==> src/rtl/flex_down_timer.sv <==
// rtl/flex_down_timer.sv - loadable down-counting timer with one-shot and auto-reload modes
module flex_down_timer #(
    parameter int NUM_CNT_BITS = 4
) (
    input  logic                    clk,
    input  logic                    rst,
    input  logic                    clear,
    input  logic                    load,
    input  logic [NUM_CNT_BITS-1:0] load_val,
    input  logic                    periodic,
    input  logic                    count_enable,
    output logic [NUM_CNT_BITS-1:0] count_out,
    output logic                    expire_flag,
    output logic                    busy
);

    typedef enum logic {
        IDLE = 1'b0,
        RUN  = 1'b1
    } state_t;

    localparam logic [NUM_CNT_BITS-1:0] CNT_ZERO = '0;
    localparam logic [NUM_CNT_BITS-1:0] CNT_ONE  = {{(NUM_CNT_BITS-1){1'b0}}, 1'b1};

    state_t                  state;
    logic [NUM_CNT_BITS-1:0] reload_val;
    logic                    periodic_mode;

    // Timer state machine; the if/else chain encodes rst > clear > load > tick priority
    always_ff @(posedge clk) begin
        if (rst) begin
            state         <= IDLE;
            count_out     <= CNT_ZERO;
            reload_val    <= CNT_ZERO;
            periodic_mode <= 1'b0;
            expire_flag   <= 1'b0;
        end else if (clear) begin
            state       <= IDLE;
            count_out   <= CNT_ZERO;
            expire_flag <= 1'b0;
        end else if (load) begin
            // A zero load value would arm a timer that can never expire, so it is dropped
            // along with any tick arriving in the same cycle.
            if (load_val != CNT_ZERO) begin
                state         <= RUN;
                count_out     <= load_val;
                reload_val    <= load_val;
                periodic_mode <= periodic;
            end
            expire_flag <= 1'b0;
        end else if (state == RUN && count_enable) begin
            if (count_out > CNT_ONE) begin
                count_out   <= count_out - CNT_ONE;
                expire_flag <= 1'b0;
            end else if (count_out == CNT_ONE) begin
                expire_flag <= 1'b1;
                if (periodic_mode) begin
                    count_out <= reload_val;
                end else begin
                    count_out <= CNT_ZERO;
                    state     <= IDLE;
                end
            end else begin
                // count_out is never 0 while RUN; hold rather than wrap if it ever were
                expire_flag <= 1'b0;
            end
        end else begin
            expire_flag <= 1'b0;
        end
    end

    // busy is a pure decode of the state register
    assign busy = (state == RUN);

endmodule
==> config.mk <==
export PLATFORM = sky130hd
export DESIGN_NAME = flex_down_timer
export DESIGN_NICKNAME = d
export VERILOG_FILES = /design/src/rtl/flex_down_timer.sv
export SDC_FILE = /design/constraint.sdc
export NUM_CORES = 1
export LEC_CHECK = 0
export ABC_AREA = 1
export BUFFER_PORTS_ARGS = -buffer_cell sky130_fd_sc_hd__buf_2
export CORE_ASPECT_RATIO = 1.25
export CORE_MARGIN = 3
export CORE_UTILIZATION = 38
export CTS_CLUSTER_DIAMETER = 120
export DETAILED_ROUTE_END_ITERATION = 6
export PLACE_DENSITY_LB_ADDON = 0.1
export RECOVER_POWER = 25
export SYNTH_ARGS = -nofsm -noshare
export SYNTH_HDL_FRONTEND = slang
export SYNTH_SLANG_ARGS = --single-unit
==> constraint.sdc <==
create_clock -name clk -period 2.1 [get_ports clk]
set_input_delay 0.105 -clock clk [delete_from_list [all_inputs] [get_ports clk]]
set_output_delay 0.105 -clock clk [all_outputs]
set_load 0.005 [all_outputs]
Word level (Yosys, flattened, before mapping)

Index checks and enable logic that the tools add are counted.
Widths: inputs -> output; s select.

Word-level logic and storage cells: 36
Bits in registers: 11
Input bits: 10
Output and inout bits: 6

Bitwise operators: 2
Eq/ne operators: 4
Magnitude comparators: 1
Multiplexer cells: 13
Reductions and logical operators: 10
$add $sub $neg: 1

Operators by type and width:

| kind                | count |
|---|---|
| $mux 4              | 6 |
| $mux 1              | 7 |
| $reduce_and 3->1    | 2 |
| $reduce_and 5->1    | 1 |
| $reduce_or 5->1     | 1 |
| $eq 4x1->1 const B  | 1 |
| $gt 4x1->1 const B  | 1 |
| $ne 2x2->1 const B  | 2 |
| $reduce_bool 2->1   | 2 |
| $reduce_bool 4->1   | 1 |
| $sub 4x1->4 const B | 1 |
| $reduce_bool 3->1   | 1 |
| $ne 2x1->1 const B  | 1 |
| $not 1->1           | 2 |
| $reduce_or 2->1     | 1 |
| $logic_and 1x1->1   | 1 |

Logic depth before layout (Yosys ltp)

Gate-level depths: netlist (run 1).

Word-level depth: 5
Depth in mapped cells: 9
Mapped depth without buffers: 9

Worst setup path after synthesis (run 1)

OpenSTA, ideal clock, no wires.

Path type: reg2reg
From: reg count_out[0]
To: reg count_out[2]
Arrival time: 1.233 ns
Period minus slack after synthesis: 1.347 ns
Cell stages (with the launch flop): 9
Data required time: 1.985 ns
Path slack: 0.753 ns
Cells stage by stage: dfxtp_1 -> inv_1 -> ha_1 -> o21ai_2 -> nand2_1 -> nand2_1 -> nor2_2 -> nor2_1 -> nor2_1

Longest elaborated chain between the ends: 4

Ends and longest elaborated chain:

| item                                             | line   | source |
|---|---|---|
| start, declared                                  | 12     | `output logic [NUM_CNT_BITS-1:0] count_out,` |
| start signal, assigned                           | 46     | `count_out <= load_val;` |
| start signal, assigned                           | 53     | `count_out <= count_out - CNT_ONE;` |
| start signal, assigned                           | 58     | `count_out <= reload_val;` |
| $sub 4x1->4 / $gt 4x1->1 (equally long branches) | 53, 52 |  |
| $mux 4                                           | 52     | `if (count_out > CNT_ONE) begin` |
| $mux 4                                           | 51     | `end else if (state == RUN && count_enable) begin` |
| $mux 4                                           | 41     | `end else if (load) begin` |

Parallel ways exist; a longest one is shown, timed or not. The select of a mux whose other input is x is not followed.
A chain may end at the register's enable or synchronous reset.

Final worst setup path (run 1)

From: reg count_out[0]
To: reg count_out[0]

The elaborated chain is that of the path after synthesis.

==> reports/metrics.csv, run 1 <==
stage;metric;value;unit
floorplanning;io_pins;16;
floorplanning;die_w;43.3;um
global_route;grt_pass1_wl;2540;um
clock_tree;cts_hold_buf;0;
clock_tree;root_buffer;clkbuf_4;
flow_run;maxCapViolCount;0;
worst_hold_path;hp-class;in2reg;
global_route;grt_pass1_vias;596;
layout;multi_input_area;395;sq um
sta;period_share;73.2;%
routing;num_vias;664;
sta;slew_headroom;64.8;%
global_route;antenna_found_initial;0;
routing;wl;1500;um
clock_tree;cts.sinks;11;
layout;drive_gt1_share;18.5;%
floorplanning;start_util;41.3;%
clock_tree;cts_buffers;3;
worst_setup_path;worst_ep_required_time;2270;ps
synth;synth-seq-cells;11;
worst_setup_path;r2r-start;count_out[0]$_SDFFE_PP0P_;
clock_tree;ctsResizeCount;0;
synth;yosysSeqAreaShare;33.3;%
global_route;track_usage;14.8;%
outcome;status;finished clean;
clock_tree;cts_tree;built;
worst_setup_path;crit_fanout;6;
place;dp_hpwl;1180;um
worst_setup_path;r2r-end;count_out[0]$_SDFFE_PP0P_;
pwr;p_per_area;627;nW/um^2
layout;nets;132;
routing;avgViaCountPerCell;4.85;
worst_setup_path;criticalPathCategory;reg2reg;
synth;syn_avg_cell_area;6.54;sq um
global_route;grt_max_degree;14;
place;place.gp.congestion;0.787;
clock_tree;cts_max_level;1;
layout;antenna_cells;0;
pwr;p_leak;0.000373;uW
floorplanning;dieHeight;52.6;um
sta;fin_skew;2.03;ps
routing;dr.pass1.iters;4;
layout;syn2layout_area_growth;16.7;%
sta;setup_tns;0;ps
clock_tree;clock_latency;270;ps
pwr;peakVddDrop;0.300;mV
worst_setup_path;r2r_slack;560;ps
layout;nFillCells;191;
clock_tree;post_cts_buffers;0;
synth;ys_warn_count;0;
sta;fmax;650;MHz
place;port_buffers;15;
floorplanning;rows;16;
sta;finalHoldViolCount;0;
clock_tree;clock_path_buffers;2;
worst_setup_path;arrival;1700;ps
routing;drtIter0Drc;13;
sta;rsz0062_at_grt;false;
sta;worst_hold_slack;82.5;ps
routing;drc;0;
routing;ant_nets;0;
synth;synthDistinctLibCells;20;
worst_setup_path;worstSetupEndpoint;count_out[0]$_SDFFE_PP0P_;
floorplanning;core_area;1600;sq um
layout;regArea;220;sq um
routing;routedWlPerCell;10.9;um
sta;setup_viol;0;
worst_setup_path;rr_worst_depth;8;
floorplanning;fp.dieArea;2280;sq um
worst_setup_path;cp-startpoint;count_out[0]$_SDFFE_PP0P_;
global_route;overflow;0;
sta;tightest_slew;528;ps
worst_setup_path;startpoint_type;register;
clock_tree;clk_pin_slew;70;ps
synth;syn_area;661;sq um
synth;synth_fp_nets;113;
synth;synth_cells;101;
worst_setup_path;end_kind;register;
sta;maxSlewViolCount;0;
sta;period_minus_slack;1540;ps
[per-layer routing]
layer	part of all wire, %	GRT usage, %	up-vias
li1	-	-	360
met1	46	18.5	287
met2	49	24.4	15
met3	4.5	2.06	2
met4	0.60	7.54	0
met5	0	0	-
[logic make-up after synthesis]
family                     after synthesis  synth area share (%)
and+or+nand+nor                         62                  41.7
AOI/OAI and AO/OA                       15                  13.1
xor gates and xnor gates                 1                  1.33
DFF                                     11                  33.3
adders and majority gates                2                  3.79
buffers and inverters                   10                  6.82
[placed cells by master (no fill, tap or decap)]
cell	instances
o21ai_2	1
nor4_1	2
clkbuf_4	3
nand2_1	26
nand2_4	2
nor2_1	24
ha_1	2
o21ai_0	5
nor3_1	1
o211ai_1	2
nor2_4	1
xnor2_1	1
clkbuf_1	3
nand3_1	4
o21ai_1	3
nor2_2	1
inv_1	9
dfxtp_1	11
buf_2	13
nand3_2	1
a21boi_0	1
a21oi_1	3
[power by group]
group | total, uW | internal, uW | switching (uW)
logic | 105 | 42.2 | 62.8
registers | 230 | 219 | 10.7
clock network | 148 | 73.5 | 74.6
[cell usage after synthesis]
master | number | area (sq um)
nand2_4 | 2 | 22.5
o21ai_2 | 1 | 8.76
a21boi_0 | 1 | 7.51
nor3_1 | 1 | 5.00
nor2_2 | 1 | 6.26
nor2_1 | 24 | 90.1
ha_1 | 2 | 25.0
nand3_1 | 4 | 20.0
o21ai_0 | 5 | 25.0
xnor2_1 | 1 | 8.76
buf_6 | 1 | 11.3
nand3_2 | 1 | 10.0
o211ai_1 | 2 | 15.0
dfxtp_1 | 11 | 220
nor4_1 | 2 | 12.5
a21oi_1 | 3 | 15.0
inv_1 | 9 | 33.8
o21ai_1 | 3 | 15.0
nor2_4 | 1 | 11.3
nand2_1 | 26 | 97.6
[critical path: stages, from the launching register on]
cell and delay [ps]:
dfxtp_1 400, inv_1 100, ha_1 290, o21ai_2 300, nand2_1 80, nand2_1 80
nor2_1 40, nor2_1 110, nor2_1 50
[sequential cells by signal, summed over array words and instances, names as in the netlist]
| name | cells |
|---|---|
| expire_flag | 1 |
| periodic_mode | 1 |
| busy | 1 |
| reload_val | 4 |
| count_out | 4 |
[worst min-delay path by stage]
stage / cells after the start / slack (ps) / startpoint / to
5_1_grt: 3 / 110 / periodic / periodic_mode$_SDFFE_PP0P_
3_3_place_gp: 3 / 380 / periodic / periodic_mode$_SDFFE_PP0P_
2_1_floorplan: 2 / 260 / load_val[3] / reload_val[3]$_SDFFE_PP0P_
4_1_cts: 3 / 80 / periodic / periodic_mode$_SDFFE_PP0P_
3_5_place_dp: 3 / 360 / periodic / periodic_mode$_SDFFE_PP0P_
6_report: 3 / 80 / periodic / periodic_mode$_SDFFE_PP0P_
[per-stage QoR]
step / power, uW / instances / setup slack (ps) / area (sq um) / utilization [%]
2_1_floorplan: 310 / 101 / 753 / 661 / -
3_3_place_gp: 340 / 133 / 680 / 747 / 46.6
3_5_place_dp: 340 / 133 / 609 / 747 / 46.6
4_1_cts: 490 / 137 / 587 / 773 / 48.3
5_1_grt: 515 / 137 / 447 / 771 / 48.1
6_report: 483 / 137 / 562 / 771 / 48.1
[layout make-up]
| class | count | share of cell area (%) |
|---|---|---|
| repair buffers | 15 | 9.42 |
| inverters | 9 | 4.38 |
| multi-input cells | 80 | 51.3 |
| flip-flops and latches | 11 | 28.6 |
| clock buffers | 4 | 3.41 |
| well taps | 18 | 2.92 |
Note: power is estimated with default switching activity, not from simulation.
==> inputs of run 2 (changes only) <==
==> constraint.sdc (replaced) <==
create_clock -name clk -period 1.4 [get_ports clk]
set_input_delay 0.07 -clock clk [delete_from_list [all_inputs] [get_ports clk]]
set_output_delay 0.07 -clock clk [all_outputs]
set_load 0.005 [all_outputs]
==> run 2 against run 1 <==
Sequential share of layout area down 2.2 points. Clock skew fell by 1.8 ps. Core utilization grew 4.8 points. Critical path type unchanged. Critical endpoint is now count_out[1]$_SDFFE_PP0P_.
==> reports/metrics.csv, run 2 (synthesis results as in run 1) <==
stage;metric;value;unit;change
pwr;combinationalPowerShare;24.9;%;+3.2 points
place;port_buffers;15;;unchanged
worst_setup_path;crit_fanout;6;;unchanged
floorplanning;core_area;1600;sq um;unchanged
clock_tree;cts.sinks;11;;unchanged
layout;finalInstanceArea;848;sq um;+10%
worst_setup_path;end_kind;register;;
layout;top_regs;count_out (4), reload_val (4);;
pwr;switching_power;223;uW;+51%
worst_setup_path;criticalPathCategory;reg2reg;;
place;place_area;785;sq um;+5.0%
floorplanning;rows;16;;unchanged
floorplanning;start_util;41.3;%;unchanged
worst_setup_path;worst_ep_required_time;1570;ps;-700 ps
worst_setup_path;r2r_slack;130;ps;-440 ps
clock_tree;root_buffer;clkbuf_4;;
sta;tightest_slew;275;ps;-253 ps
global_route;top_usage_layer;met2;;
clock_tree;post_cts_buffers;0;;unchanged
global_route;track_usage;15.9;%;+1.1 points
place;post-place-ws;-26.5;ps;-636 ps
place;dp_cells;138;;+3.8%
sta;finalHoldViolCount;0;;unchanged
worst_setup_path;startpoint_type;register;;
place;place.gp.congestion;0.768;;-2.4%
worst_setup_path;arrival;1440;ps;-260 ps
pwr;p_leak;0.000404;uW;+8.3%
pwr;peakVddDrop;0.459;mV;+53%
clock_tree;clock_path_buffers;2;;unchanged
floorplanning;io_pins;16;;unchanged
global_route;grt_max_degree;14;;unchanged
worst_hold_path;hold_depth;3;;unchanged
layout;drive_gt1_share;26.6;%;+8.1 points
floorplanning;die_w;43.3;um;unchanged
sta;fin_skew;0.204;ps;-1.83 ps
global_route;met1_usage;18.7;%;+0.19 points
sta;setup_viol;0;;unchanged
global_route;grt_pass1_vias;615;;+3.2%
sta;period_minus_slack;1270;ps;-265 ps
worst_hold_path;min_from;periodic;;
worst_hold_path;hold_end;periodic_mode$_SDFFE_PP0P_;;
global_route;antenna_found_initial;0;;unchanged
layout;fin_cells;142;;+3.6%
place;dp_hpwl;1220;um;+3.2%
routing;num_vias;708;;+6.6%
layout;syn2layout_area_growth;28.4;%;
routing;drtIter0Drc;16;;+3
floorplanning;dieHeight;52.6;um;unchanged
flow_run;maxCapViolCount;0;;unchanged
worst_setup_path;cp_slowest_cell;dfxtp_1;;
routing;ant_nets;0;;unchanged
sta;layout_setup_ws;127;ps;-435 ps
layout;antenna_cells;0;;unchanged
clock_tree;cts_tree;built;;
worst_setup_path;path_cells;inv_1 > ha_4 > o21ai_4 > nand2_1 > nand2_1 > nor2_2 > nor2_1 > nor2_1;;
pwr;clock_power_share;28.8;%;-1.9 points
routing;dr.pass1.iters;4;;unchanged
floorplanning;fp.dieArea;2280;sq um;unchanged
pwr;p_per_area;876;nW/um^2;+40%
routing;wl;1550;um;+3.6%
outcome;status;finished clean;;
routing;avgViaCountPerCell;4.99;;+2.9%
worst_setup_path;r2r-end;count_out[1]$_SDFFE_PP0P_;;
layout;nets;137;;+3.8%
worst_setup_path;rr_worst_depth;8;;unchanged
global_route;gr-usage-met3;3.09;%;+1.0 points
layout;utilization;53.0;%;+4.8 points
global_route;overflow;0;;unchanged
layout;final_cell_mix;26 x nand2_1, 23 x nor2_1, 14 x buf_2;;
clock_tree;clock_latency;270;ps;about the same
global_route;grt_pass1_wl;2680;um;+5.4%
worst_hold_path;hp-class;in2reg;;
clock_tree;cts_buffers;3;;unchanged
worst_setup_path;r2r-start;count_out[1]$_SDFFE_PP0P_;;
clock_tree;cts_max_level;1;;unchanged
pwr;intPower;520;uW;+55%
routing;drc;0;;unchanged
sta;slew_headroom;81.7;%;+17 points
global_route;use_met2;26.6;%;+2.2 points
layout;final_common_cell;nand2_1;;
sta;period_share;90.9;%;+18 points
worst_setup_path;cpPeakStageDelay;330;ps;-70 ps
sta;maxSlewViolCount;0;;unchanged
sta;rsz0062_at_grt;false;;
clock_tree;clk_pin_slew;70;ps;about the same
pwr;power.share.switching;30.0;%;-0.65 points
sta;fmax;786;MHz;+21%
routing;routedWlPerCell;10.9;um;about the same
pwr;p_seq_share;46.3;%;-1.3 points
-- run 2: worst max-delay path by stage --
| stage | startpoint | to | cells past startpoint | slack [ps] |
|---|---|---|---|---|
| after CTS | count_out[0]$_SDFFE_PP0P_ | count_out[3]$_SDFFE_PP0P_ | 7 | 60 |
| after floorplan | count_out[0]$_SDFFE_PP0P_ | count_out[2]$_SDFFE_PP0P_ | 8 | 50 |
| after global placement | count_out[0]$_SDFFE_PP0P_ | count_out[0]$_SDFFE_PP0P_ | 8 | 10 |
| final | count_out[1]$_SDFFE_PP0P_ | count_out[1]$_SDFFE_PP0P_ | 8 | 130 |
| after detailed placement | count_out[0]$_SDFFE_PP0P_ | count_out[1]$_SDFFE_PP0P_ | 8 | -30 |
| after global routing | count_out[1]$_SDFFE_PP0P_ | count_out[0]$_SDFFE_PP0P_ | 8 | 7 |
-- run 2: per-stage QoR --
stage | hold WS (ps) | setup TNS, ps | total power, uW
floorplan | 226 | 0 | 465
detailed placement | 347 | -82.7 | 522
finish | 65.3 | 0 | 744
global route | 115 | 0 | 795
global placement | 337 | 0 | 520
CTS | 69.4 | 0 | 742
-- run 2: repair_timing --
action	in CTS	in global routing
endpoints found under the setup margin	4	4
resized for setup	2	7
endpoints found under the hold margin	0	0
hold buffers	0	0
-- run 2: layout make-up --
type / instances / area, sq um
clock buffers: 4 / 26.3
fillers: 179 / 753
inverters: 9 / 33.8
multi-input cells: 80 / 430
flip-flops and latches: 11 / 224
well taps: 18 / 22.5
repair buffers: 20 / 111
-- run 2: metal layers --
| metal | vias to the layer above | routed length (um) |
|---|---|---|
| li1 | 372 | - |
| met1 | 315 | 680 |
| met2 | 17 | 760 |
| met3 | 4 | 81 |
| met4 | 0 | 27 |
| met5 | - | 0 |
-- run 2: power by group through the flow --
stage	clock, uW	combinational, uW	sequential [uW]
2_1_floorplan	0	115	350
3_3_place_gp	0	169	351
3_5_place_dp	0	170	351
4_1_cts	220	177	344
5_1_grt	239	209	347
6_report	214	185	345
-- run 2: worst max-delay path: cells and delay by family, from the launching register on --
kind / cells / cell delay, ps
AO/OA/AOI/OAI: 1 / 220
adder cells (fa/ha/maj): 1 / 190
AND/OR/NAND/NOR: 5 / 330
buffers and inverters: 1 / 90
flip-flops: 1 / 330
